### src/rtl/fifo_wr_arbiter.sv
// Round-robin, frame-locked arbiter sharing one async-FIFO write port (WClk domain)
// between NUM_REQ sources. An owner keeps the port for FRAME_LEN words, so a stereo
// frame is never split. A stalled owner is dropped after TIMEOUT idle cycles. The
// module also keeps a saturating count of cycles lost to a full FIFO.
//
// state | meaning
// IDLE  | no owner; pick the next requester in rotation (no write this cycle)
// BURST | owner registered; forward its words until FRAME_LEN written or timeout
module fifo_wr_arbiter #(
  parameter int NUM_REQ    = 2,
  parameter int DATA_WIDTH = 32,
  parameter int FRAME_LEN  = 2,
  parameter int TIMEOUT    = 8
) (
  input  logic                          PresetFull,
  input  logic                          WClk,
  input  logic [NUM_REQ-1:0]            Req_in,
  input  logic [NUM_REQ*DATA_WIDTH-1:0] Data_in,
  output logic [NUM_REQ-1:0]            Ack_out,
  input  logic                          FifoFull_in,
  output logic                          FifoWriteEn_out,
  output logic [DATA_WIDTH-1:0]         FifoData_out,
  output logic [NUM_REQ-1:0]            Grant_out,
  output logic                          FrameAbort_out,
  input  logic                          StatClear_in,
  output logic [15:0]                   StallCount_out
);

  localparam int OW  = $clog2(NUM_REQ);
  localparam int WCW = $clog2(FRAME_LEN + 1);
  localparam int ICW = $clog2(TIMEOUT + 1);
  localparam logic [WCW-1:0] WC_LAST = WCW'(FRAME_LEN - 1);
  localparam logic [ICW-1:0] IC_LAST = ICW'(TIMEOUT - 1);

  typedef enum logic {IDLE, BURST} state_t;

  state_t          state, state_nxt;
  logic [OW-1:0]   owner, last_owner, pick, cand;
  logic            pick_valid;
  logic [WCW-1:0]  word_cnt;
  logic [ICW-1:0]  idle_cnt;
  logic            req_owner;
  logic            write_en;
  logic            abort;
  logic            frame_done;

  assign req_owner  = Req_in[owner];
  assign frame_done = write_en && (word_cnt == WC_LAST);

  // Rotating priority search starting just after the previous owner.
  always_comb begin
    pick       = last_owner;
    cand       = last_owner;
    pick_valid = 1'b0;
    for (int i = 1; i <= NUM_REQ; i++) begin
      cand = OW'((int'(last_owner) + i) % NUM_REQ);
      if (!pick_valid && Req_in[cand]) begin
        pick_valid = 1'b1;
        pick       = cand;
      end
    end
  end

  // FSM state register.
  always_ff @(posedge WClk or posedge PresetFull) begin
    if (PresetFull) state <= IDLE;
    else            state <= state_nxt;
  end

  // FSM next-state: leave BURST on the last word of a frame or on timeout.
  always_comb begin
    state_nxt = state;
    case (state)
      IDLE:    if (pick_valid) state_nxt = BURST;
      BURST:   if (frame_done || abort) state_nxt = IDLE;
      default: state_nxt = IDLE;
    endcase
  end

  // FSM outputs: write path is combinational from the owner's request and FIFO full.
  always_comb begin
    write_en        = 1'b0;
    abort           = 1'b0;
    Grant_out       = '0;
    Ack_out         = '0;
    FifoData_out    = Data_in[int'(owner)*DATA_WIDTH +: DATA_WIDTH];
    if (state == BURST) begin
      write_en  = req_owner & ~FifoFull_in;
      abort     = ~req_owner && (idle_cnt == IC_LAST);
      Grant_out = NUM_REQ'(1) << owner;
      if (write_en) Ack_out = NUM_REQ'(1) << owner;
    end
    FifoWriteEn_out = write_en;
    FrameAbort_out  = abort;
  end

  // Owner, rotation pointer, word and idle counters.
  always_ff @(posedge WClk or posedge PresetFull) begin
    if (PresetFull) begin
      owner      <= '0;
      last_owner <= OW'(NUM_REQ - 1);
      word_cnt   <= '0;
      idle_cnt   <= '0;
    end else if (state == IDLE) begin
      word_cnt <= '0;
      idle_cnt <= '0;
      if (pick_valid) owner <= pick;
    end else if (write_en) begin
      idle_cnt <= '0;
      if (frame_done) begin
        word_cnt   <= '0;
        last_owner <= owner;
      end else begin
        word_cnt <= word_cnt + WCW'(1);
      end
    end else if (!req_owner) begin
      if (abort) begin
        idle_cnt   <= '0;
        word_cnt   <= '0;
        last_owner <= owner;
      end else begin
        idle_cnt <= idle_cnt + ICW'(1);
      end
    end
    // Owner requesting but FIFO full: word_cnt and idle_cnt both hold.
  end

  // Saturating full-stall counter; clear wins over increment.
  always_ff @(posedge WClk or posedge PresetFull) begin
    if (PresetFull) begin
      StallCount_out <= '0;
    end else if (StatClear_in) begin
      StallCount_out <= '0;
    end else if ((state == BURST) && req_owner && FifoFull_in &&
                 (StallCount_out != 16'hFFFF)) begin
      StallCount_out <= StallCount_out + 16'd1;
    end
  end

endmodule
### config.mk
export PLATFORM = sky130hd
export DESIGN_NAME = fifo_wr_arbiter
export DESIGN_NICKNAME = d
export VERILOG_FILES = /design/src/rtl/fifo_wr_arbiter.sv
export SDC_FILE = /design/constraint.sdc
export NUM_CORES = 1
export LEC_CHECK = 0
export BUFFER_PORTS_ARGS = -buffer_cell sky130_fd_sc_hd__buf_2
export CORE_AREA = 2 2 66 68
export CTS_CLUSTER_SIZE = 30
export DETAILED_ROUTE_END_ITERATION = 10
export DIE_AREA = 0 0 68 70
export PLACE_DENSITY = 0.85
export RECOVER_POWER = 25
export SLEW_MARGIN = 20
export SYNTH_ARGS = -nofsm -noshare
export SYNTH_HDL_FRONTEND = slang
export SYNTH_SLANG_ARGS = --single-unit
### constraint.sdc
create_clock -name WClk -period 3.6 [get_ports WClk]
set_input_delay 0.36 -clock WClk [delete_from_list [all_inputs] [get_ports WClk]]
set_output_delay 0.36 -clock WClk [all_outputs]
set_load 0.02 [all_outputs]
==> results.yml, run 1 <==
layout:
  fill_cells: 361
  layout_common_cells: "buf_2, mux2_2, dfrtp_1"
  design_area_um2: 2480
  final_common_cell: "buf_2"
  seqCellArea_um2: 627
  multi_input_area_um2: 1100
  diodes: 0
  utilization_pct: 59.8
  fin_nets: 376
  drive_gt1_share_pct: 54.8
  final_cells: 355
  synthToLayoutAreaGrowth_pct: 39.7
detailed_routing:
  num_vias: 1982
  drt-total-wl_um: 5690
  initialDrtViolationCount: 54
  ant_nets: 0
  via_per_inst: 5.58
  route.detailed.drc: 0
  wl_per_cell_um: 16.0
  firstDrtPassIters: 4
critical_path:
  worstSetupEndpointType: "register"
  ff2ff_setup_slack_ps: 1260
  crit_fanout: 10
  slowest_delay_ps: 730
  cp_slowest_cell: "or4b_1"
  cp.required_ps: 3800
  critPathArrivalTime_ps: 2540
  crit_type: "register to register"
  path_cells: "ha_1 -> nand3_1 -> or4b_1 -> or4_1 -> a21oi_1"
  cp-start-kind: "register"
clock_tree:
  clk_path_buf_depth: 2
  ctsHoldBuffers: 0
  cts_buffers: 3
  clock-root-buffer: "clkbuf_8"
  h-tree-depth: 1
  ctsResizeCount: 0
  cts_setup_buffers: 0
  clk_pin_slew_ps: 80
  clkSinkCount: 25
  cts_tree: "yes"
  clk_latency_ps: 270
logic_synthesis:
  postSynthAreaPerCell_um2: 9.49
  ys_seq_elements: 25
  syn-instance-count: 187
  synth_cell_types: 36
  synth-main-ff-cell: "dfrtp_1"
  syn_nets: 259
  synth_warnings: 0
  ys_seq_area_share_pct: 35.3
  syn_area_um2: 1780
  synth-edff-count: 0
  ys_async_sr_fraction_pct: 100
sta:
  slew_headroom_pct: 37.1
  tightest_slew_ps: 942
  setup_tns_ps: 0
  fin_skew_ps: 5.76
  rsz0062_at_grt: "false"
  report.final.hold_viol_count: 0
  period_share_pct: 65.0
  setup_violations: 0
  layout_setup_ws_ps: 1260
  fin_crit_ps: 2340
  finalMaxSlewViolations: 0
  timing.fmax_ghz: 0.427
global_route:
  grt_pass1_vias: 1785
  antenna_found_initial: 0
  grt.overflow.total: 0
  grt_max_degree: 40
  track_usage_pct: 23.6
  grt_pass1_wl_um: 8580
pwr:
  p_per_area_nw_per_um2: 516
  ir_drop_v: 0.000271
  p_leak_nw: 1.20
floorplanning:
  initial_utilization_pct: 42.8
  die_width_um: 68
  die_h_um: 70
  dieArea_um2: 4760
  rows: 24
  core_area_um2: 4140
  io_pins: 124
placement:
  gp_congestion: 0.827
  dpl-instance-area_um2: 2430
  io_buffer_count: 123
  place_inst: 351
  place_ws_ps: 1240
  hpwl_um: 4500
status:
  status: "complete, no violations"
min_path:
  hold_class: "primary input to async pin"
job:
  cap_violations: 0
## path summary, 6_finish.rpt
kind | cells after the start | end | start
min in group WClk | 2 | state$_DFF_PP0_ | Req_in[1]
min | 2 | idle_cnt[3]$_DFFE_PP0P_ | PresetFull
max in group asynchronous | 2 | idle_cnt[0]$_DFFE_PP0P_ | PresetFull
max reg2reg | 5 | StallCount_out[10]$_DFFE_PP0P_ | StallCount_out[0]$_DFFE_PP0P_
min reg2reg | 1 | word_cnt[0]$_DFFE_PP0P_ | word_cnt[0]$_DFFE_PP0P_
max | 5 | StallCount_out[10]$_DFFE_PP0P_ | StallCount_out[0]$_DFFE_PP0P_
## critical path: cells and delay by family (launching register included)
family | cells | cell delay [ps]
simple gates | 3 | 1460
flops | 1 | 440
compound gates | 1 | 160
fa+ha+maj | 1 | 210
## flip-flops by register name, summed over array words and instances (netlist names)
name,cells
last_owner,1
StallCount_out,16
word_cnt,2
state,1
owner,1
idle_cnt,4
## report_power, final
| group | switching (mW) | internal [mW] | leakage, nW |
|---|---|---|---|
| clock network | 0.0867 | 0.0793 | 0.0228 |
| registers | 0.0423 | 0.324 | 0.334 |
| logic | 0.428 | 0.319 | 0.840 |
## cell families after synthesis
kind of cell               after synthesis  share of synthesized area (%)
and+or+nand+nor                         66                           22.0
AOI/OAI and AO/OA                       40                           14.0
muxes                                   37                           23.4
DFF                                     25                           35.3
buffers and inverters                   16                           3.45
adders and majority gates                2                           1.41
xor gates and xnor gates                 1                          0.493
## through the flow
stage | hold WS, ps | power [mW]
after floorplan | 387 | 0.895
after global placement | 489 | 1.11
after detailed placement | 499 | 1.12
after CTS | 323 | 1.29
after global routing | 363 | 1.36
final | 291 | 1.28
## layer usage
metal | global-route usage (%) | vias up | wire, um | share of wire (%)
li1 | - | 959 | - | -
met1 | 28.9 | 929 | 2200 | 39
met2 | 41.4 | 87 | 2880 | 51
met3 | 5.15 | 7 | 542 | 9.5
met4 | 4.89 | 0 | 70 | 1.2
met5 | 0 | - | 0 | 0
## Yosys cell counts (2+ instances only)
| cell type | n | area [um2] |
|---|---|---|
| nand2_1 | 12 | 45.0 |
| or3_1 | 2 | 12.5 |
| mux2_2 | 36 | 405 |
| or4b_1 | 2 | 20.0 |
| ha_1 | 2 | 25.0 |
| nand3_1 | 11 | 55.1 |
| inv_1 | 2 | 7.51 |
| a21oi_1 | 17 | 85.1 |
| or4_1 | 12 | 90.1 |
| nor2_1 | 5 | 18.8 |
| and2_1 | 2 | 12.5 |
| clkbuf_1 | 7 | 26.3 |
| dfrtp_1 | 24 | 601 |
| nor4_1 | 2 | 12.5 |
| nor4b_1 | 2 | 17.5 |
| o31ai_1 | 12 | 90.1 |
| buf_1 | 5 | 18.8 |
| and4_1 | 2 | 17.5 |
| nor3_1 | 3 | 15.0 |
| nand4_1 | 7 | 43.8 |
| o21ai_0 | 5 | 25.0 |
## layout make-up
| cell class | count | share of cell area, % |
|---|---|---|
| Clock buffer | 4 | 1.82 |
| Sequential cell | 25 | 25.3 |
| Multi-Input combinational cell | 146 | 44.5 |
| Tap cell | 52 | 2.62 |
| Inverter | 3 | 0.454 |
| Timing Repair Buffer | 125 | 25.4 |
Note: power is estimated with default switching activity, not from simulation.
==> inputs of run 2 (changes only) <==
- CORE_AREA: 2 2 66 68 -> 2 2 73 75
- DIE_AREA: 0 0 68 70 -> 0 0 75 77
- PLACE_DENSITY: 0.85 -> 0.74
- clock period: 3.6 -> 2.07 ns (I/O delays scaled with it)
==> run 2 against run 1 <==
The run now ends with negative hold slack left. Clock skew up 0.77 ps. Global-route usage down 4.7 points. Worst hold slack worse by 320 ps. Register-to-register slack worse by 1100 ps. Clock power up 80%. Via count up 1.7%. Critical path depth unchanged. Routed wire length up 0.19%. Sequential cell count unchanged. Critical path type unchanged. Critical endpoint unchanged.
==> results.yml, run 2 (synthesis gave the netlist of run 1 again) <==
layout:
  fin_nets: 392
  fill_cells: 457
  reg_top3: "StallCount_out x16, idle_cnt x4, word_cnt x2"
  synthToLayoutAreaGrowth_pct: 48.1
  diodes: 0
  seqCellArea_um2: 629
  layout_common_cells: "buf_2, mux2_2, dfrtp_1"
  multi_input_area_um2: 1110
  utilization_pct: 52.8
  drive_gt1_share_pct: 58.6
  largest_reg_flops: 16
  largest-register: "StallCount_out"
  final_common_cell: "buf_2"
clock_tree:
  cts_tree: "yes"
  clock-root-buffer: "clkbuf_8"
  h-tree-depth: 1
  cts_buffers: 3
  clk_path_buf_depth: 2
  clk_latency_ps: 270
  clk_pin_slew_ps: 90
  clkSinkCount: 25
critical_path:
  reg2reg_depth: 5
  crit_type: "register to register"
  r2r_start: "StallCount_out[0]$_DFFE_PP0P_"
  cp.depth: 5
  crit_fanout: 10
  slowest_delay_ps: 580
  cp_slowest_cell: "or4b_4"
  worstSetupEndpointType: "register"
  ff2ff_setup_slack_ps: 120
  cp.required_ps: 2270
  critPathArrivalTime_ps: 2150
  rr_endpoint: "StallCount_out[10]$_DFFE_PP0P_"
  cp-start-kind: "register"
  path_cells: "ha_1 -> nand3_2 -> or4b_4 -> or4_1 -> a21oi_1"
  cp_num_buf_inv: 0
  critPathTopFamily: "simple AND/OR/NAND/NOR gates"
global_route:
  track_usage_pct: 18.9
  antenna_found_initial: 0
  grt_max_degree: 39
  grt_pass1_wl_um: 8590
  grt.overflow.total: 0
  grt_pass1_vias: 1848
sta:
  period_share_pct: 94.3
  rsz0062_at_grt: "false"
  fin_crit_ps: 1950
  setup_violations: 0
  tightest_slew_ps: 605
  fin_skew_ps: 6.54
  timing.fmax_ghz: 0.512
  report.final.hold_viol_count: 13
  finalMaxSlewViolations: 0
  holdWs_ps: -29.7
  slew_headroom_pct: 59.6
  setup_tns_ps: 0
floorplanning:
  rows: 26
  die_h_um: 77
  core_area_um2: 4980
  die_width_um: 75
  dieArea_um2: 5780
  initial_utilization_pct: 35.7
  io_pins: 124
job:
  cap_violations: 0
pwr:
  p_leak_nw: 1.25
  ir_drop_v: 0.000290
  p_per_area_nw_per_um2: 855
detailed_routing:
  drt-total-wl_um: 5700
  initialDrtViolationCount: 65
  firstDrtPassIters: 5
  ant_nets: 0
  via_per_inst: 5.18
  num_vias: 2015
  wl_per_cell_um: 14.6
  route.detailed.drc: 0
placement:
  gp_congestion: 0.852
  hpwl_um: 4540
  io_buffer_count: 123
status:
  status: "finished with violations"
  violations: "negative hold slack"
min_path:
  hold_class: "primary input to async pin"
run 2: cell count changes in the layout (fill, tap and decap cells not counted), sizes merged:
cell and delta:
buf +15, clkinvlp +1
run 2: worst register-to-register path: stages, from the launching register on:
cell and delay [ps]:
dfrtp_2 370, ha_1 180, nand3_2 120, or4b_4 580, or4_1 490, a21oi_1 150
run 2: final cells by class:
cell class,instances,area share [%]
Tap cell,70,3.33
Timing Repair Buffer,141,28.4
Clock inverter,1,0.286
Sequential cell,25,23.9
Inverter,3,0.428
Multi-Input combinational cell,146,42.1
Clock buffer,3,1.57
run 2: layer usage:
metal	part of all wire, %	track usage (%)	routed length, um	vias to the layer above
li1	-	-	-	988
met1	39	22.3	2200	939
met2	53	35.3	3030	84
met3	7.7	2.23	440	4
met4	0.60	3.93	34	0
met5	0	0	0	-
run 2: worst max-delay path by stage:
stage,from,endpoint,slack (ps)
global route,StallCount_out[11]$_DFFE_PP0P_,StallCount_out[2]$_DFFE_PP0P_,10
floorplan,StallCount_out[0]$_DFFE_PP0P_,StallCount_out[12]$_DFFE_PP0P_,4
detailed placement,StallCount_out[1]$_DFFE_PP0P_,StallCount_out[10]$_DFFE_PP0P_,-10
global placement,StallCount_out[0]$_DFFE_PP0P_,StallCount_out[12]$_DFFE_PP0P_,40
finish,StallCount_out[0]$_DFFE_PP0P_,StallCount_out[10]$_DFFE_PP0P_,120
CTS,owner$_DFFE_PP0P_,StallCount_out[11]$_DFFE_PP0P_,40
run 2: where the power goes:
group          leakage, nW  total [mW]  internal, mW  switching [mW]
Combinational        0.900        1.33         0.588           0.738
Clock               0.0217       0.299         0.137           0.162
Sequential           0.331       0.622         0.565          0.0574
run 2: metrics by stage:
stage / cell area, um2 / setup slack (ps) / instances / total power, mW
2_1_floorplan: 1780 / 3.95 / 187 / 1.56
3_3_place_gp: 2580 / 44.1 / 385 / 1.95
3_5_place_dp: 2580 / -14.8 / 385 / 1.97
4_1_cts: 2630 / 38.0 / 389 / 2.27
5_1_grt: 2630 / 14.4 / 389 / 2.38
6_report: 2630 / 117 / 389 / 2.25
run 2: timing repair:
item | in CTS | in global routing
setup buffers | 0 | 0
gates resized for setup | 1 | 1
endpoints found under the hold margin | 0 | 0
setup endpoints to repair | 2 | 6
hold buffers | 0 | 0
pin swaps | 0 | 1
==> inputs of run 3 (changes only) <==
- CAP_MARGIN: default -> 20
- CORE_AREA: 2 2 73 75 -> 8 8 94 96
- DIE_AREA: 0 0 75 77 -> 0 0 102 104
- PLACE_DENSITY: 0.74 -> default
==> run 3 against run 2 <==
Total power grew 0.93%. Largest power group unchanged. Highest routed layer unchanged. The run now ends clean. Fmax rose by 0.61%. Sequential share of layout area down 0.49 points. Critical path type unchanged.
==> results.yml, run 3 (synthesis gave the netlist of run 1 again) <==
min_path:
  holdPathEnd: "state$_DFF_PP0_"
  hold_class: "primary input to register"
  min_from: "Req_in[1]"
  whs_path_depth: 2
sta:
  report.final.hold_viol_count: 0
  tightest_slew_ps: 646
  setup_violations: 0
  rsz0062_at_grt: "false"
  finalMaxSlewViolations: 0
  fin_crit_ps: 1940
  slew_headroom_pct: 57.0
  period_share_pct: 93.8
  timing.fmax_ghz: 0.515
  setup_tns_ps: 0
  fin_skew_ps: 1.77
critical_path:
  critPathArrivalTime_ps: 2140
  crit_type: "register to register"
  worstSetupEndpointType: "register"
  reg2reg_depth: 5
  rr_endpoint: "StallCount_out[10]$_DFFE_PP0P_"
  crit_fanout: 10
  cp.required_ps: 2270
  critPathLaunch: "StallCount_out[0]$_DFFE_PP0P_"
  slowest_delay_ps: 570
  ff2ff_setup_slack_ps: 130
  critPathTopFamily: "simple AND/OR/NAND/NOR gates"
  r2r_start: "StallCount_out[0]$_DFFE_PP0P_"
  cp_slowest_cell: "or4b_4"
  path_cells: "ha_1 -> nand3_2 -> or4b_4 -> or4_1 -> a21oi_1"
  cp-start-kind: "register"
  cp_num_buf_inv: 0
detailed_routing:
  highest-signal-layer: "met4"
  route.detailed.drc: 0
  num_vias: 2090
  via_per_inst: 4.94
  initialDrtViolationCount: 126
  wl_per_cell_um: 17.1
  firstDrtPassIters: 4
  met1Wirelength_um: 2720
  drt-total-wl_um: 7240
  ant_nets: 0
  met2_length_um: 3620
  met3WireLength_um: 858
clock_tree:
  clk_latency_ps: 270
  clk_pin_slew_ps: 90
  cts_buffers: 3
  cts_tree: "yes"
  clkSinkCount: 25
  clock-root-buffer: "clkbuf_8"
  clk_path_buf_depth: 2
  cts_setup_buffers: 0
  h-tree-depth: 1
floorplanning:
  die_h_um: 104
  dieArea_um2: 10600
  io_pins: 124
  rows: 32
  die_width_um: 102
  initial_utilization_pct: 23.8
  core_area_um2: 7450
layout:
  largest_reg_flops: 16
  fill_cells: 785
  reg_top3: "StallCount_out x16, idle_cnt x4, word_cnt x2"
  final_common_cell: "buf_2"
  layout_common_cells: "buf_2, mux2_2, dfrtp_1"
  fin_nets: 394
  final_cells: 423
  largest-register: "StallCount_out"
  utilization_pct: 36.0
  drive_gt1_share_pct: 58.6
  synthToLayoutAreaGrowth_pct: 51.2
  diodes: 0
placement:
  hpwl_um: 5990
  gp_congestion: 0.818
  io_buffer_count: 123
  place_inst: 418
pwr:
  ir_drop_v: 0.000303
  p_leak_nw: 1.27
  p_per_area_nw_per_um2: 845
global_route:
  grt.overflow.total: 0
  antenna_found_initial: 0
  grt_max_degree: 39
  track_usage_pct: 12.9
  grt_pass1_wl_um: 10800
  grt_pass1_vias: 1980
job:
  cap_violations: 0
status:
  status: "complete, no violations"
run 3: layout make-up:
| class | count | area [um2] | share of cell area, % |
|---|---|---|---|
| multi-input cells | 146 | 1110 | 41.2 |
| repair buffers | 143 | 764 | 28.5 |
| flip-flops and latches | 25 | 629 | 23.4 |
| well taps | 102 | 128 | 4.76 |
| clock buffers | 4 | 45.0 | 1.68 |
| inverters | 3 | 11.3 | 0.420 |
run 3: worst max-delay path by stage:
stage,slack (ps),to,depth (start not counted)
global route,10,StallCount_out[10]$_DFFE_PP0P_,5
global placement,30,StallCount_out[12]$_DFFE_PP0P_,5
finish,130,StallCount_out[10]$_DFFE_PP0P_,5
CTS,50,StallCount_out[11]$_DFFE_PP0P_,4
floorplan,4,StallCount_out[12]$_DFFE_PP0P_,6
detailed placement,20,StallCount_out[10]$_DFFE_PP0P_,5
run 3: power by group:
group | internal (mW) | switching, mW | leakage (nW)
logic | 0.578 | 0.776 | 0.914
registers | 0.565 | 0.0553 | 0.331
clock network | 0.138 | 0.156 | 0.0228
total | 1.28 | 0.987 | 1.27
run 3: stage by stage:
stage          hold WS (ps)  setup slack, ps  area (um2)  total power [mW]
4_1_cts                 214             54.4        2680              2.31
3_3_place_gp            281             29.6        2630              1.99
3_5_place_dp            287             16.2        2630              2.00
2_1_floorplan           233             3.95        1780              1.56
5_1_grt                 227             12.3        2680              2.41
6_report                220              129        2680              2.27
run 3: timing repair:
| item | in CTS | in global routing |
|---|---|---|
| hold endpoints to repair | 24 | 0 |
| pin swaps | 0 | 1 |
| gates resized for setup | 1 | 1 |
| hold buffers | 1 | 0 |
| setup endpoints to repair | 2 | 6 |
run 3: routing by layer:
metal | track usage (%) | vias to the layer above
li1 | - | 995
met1 | 15.0 | 991
met2 | 23.0 | 99
met3 | 3.68 | 5
met4 | 1.89 | 0
met5 | 0 | -
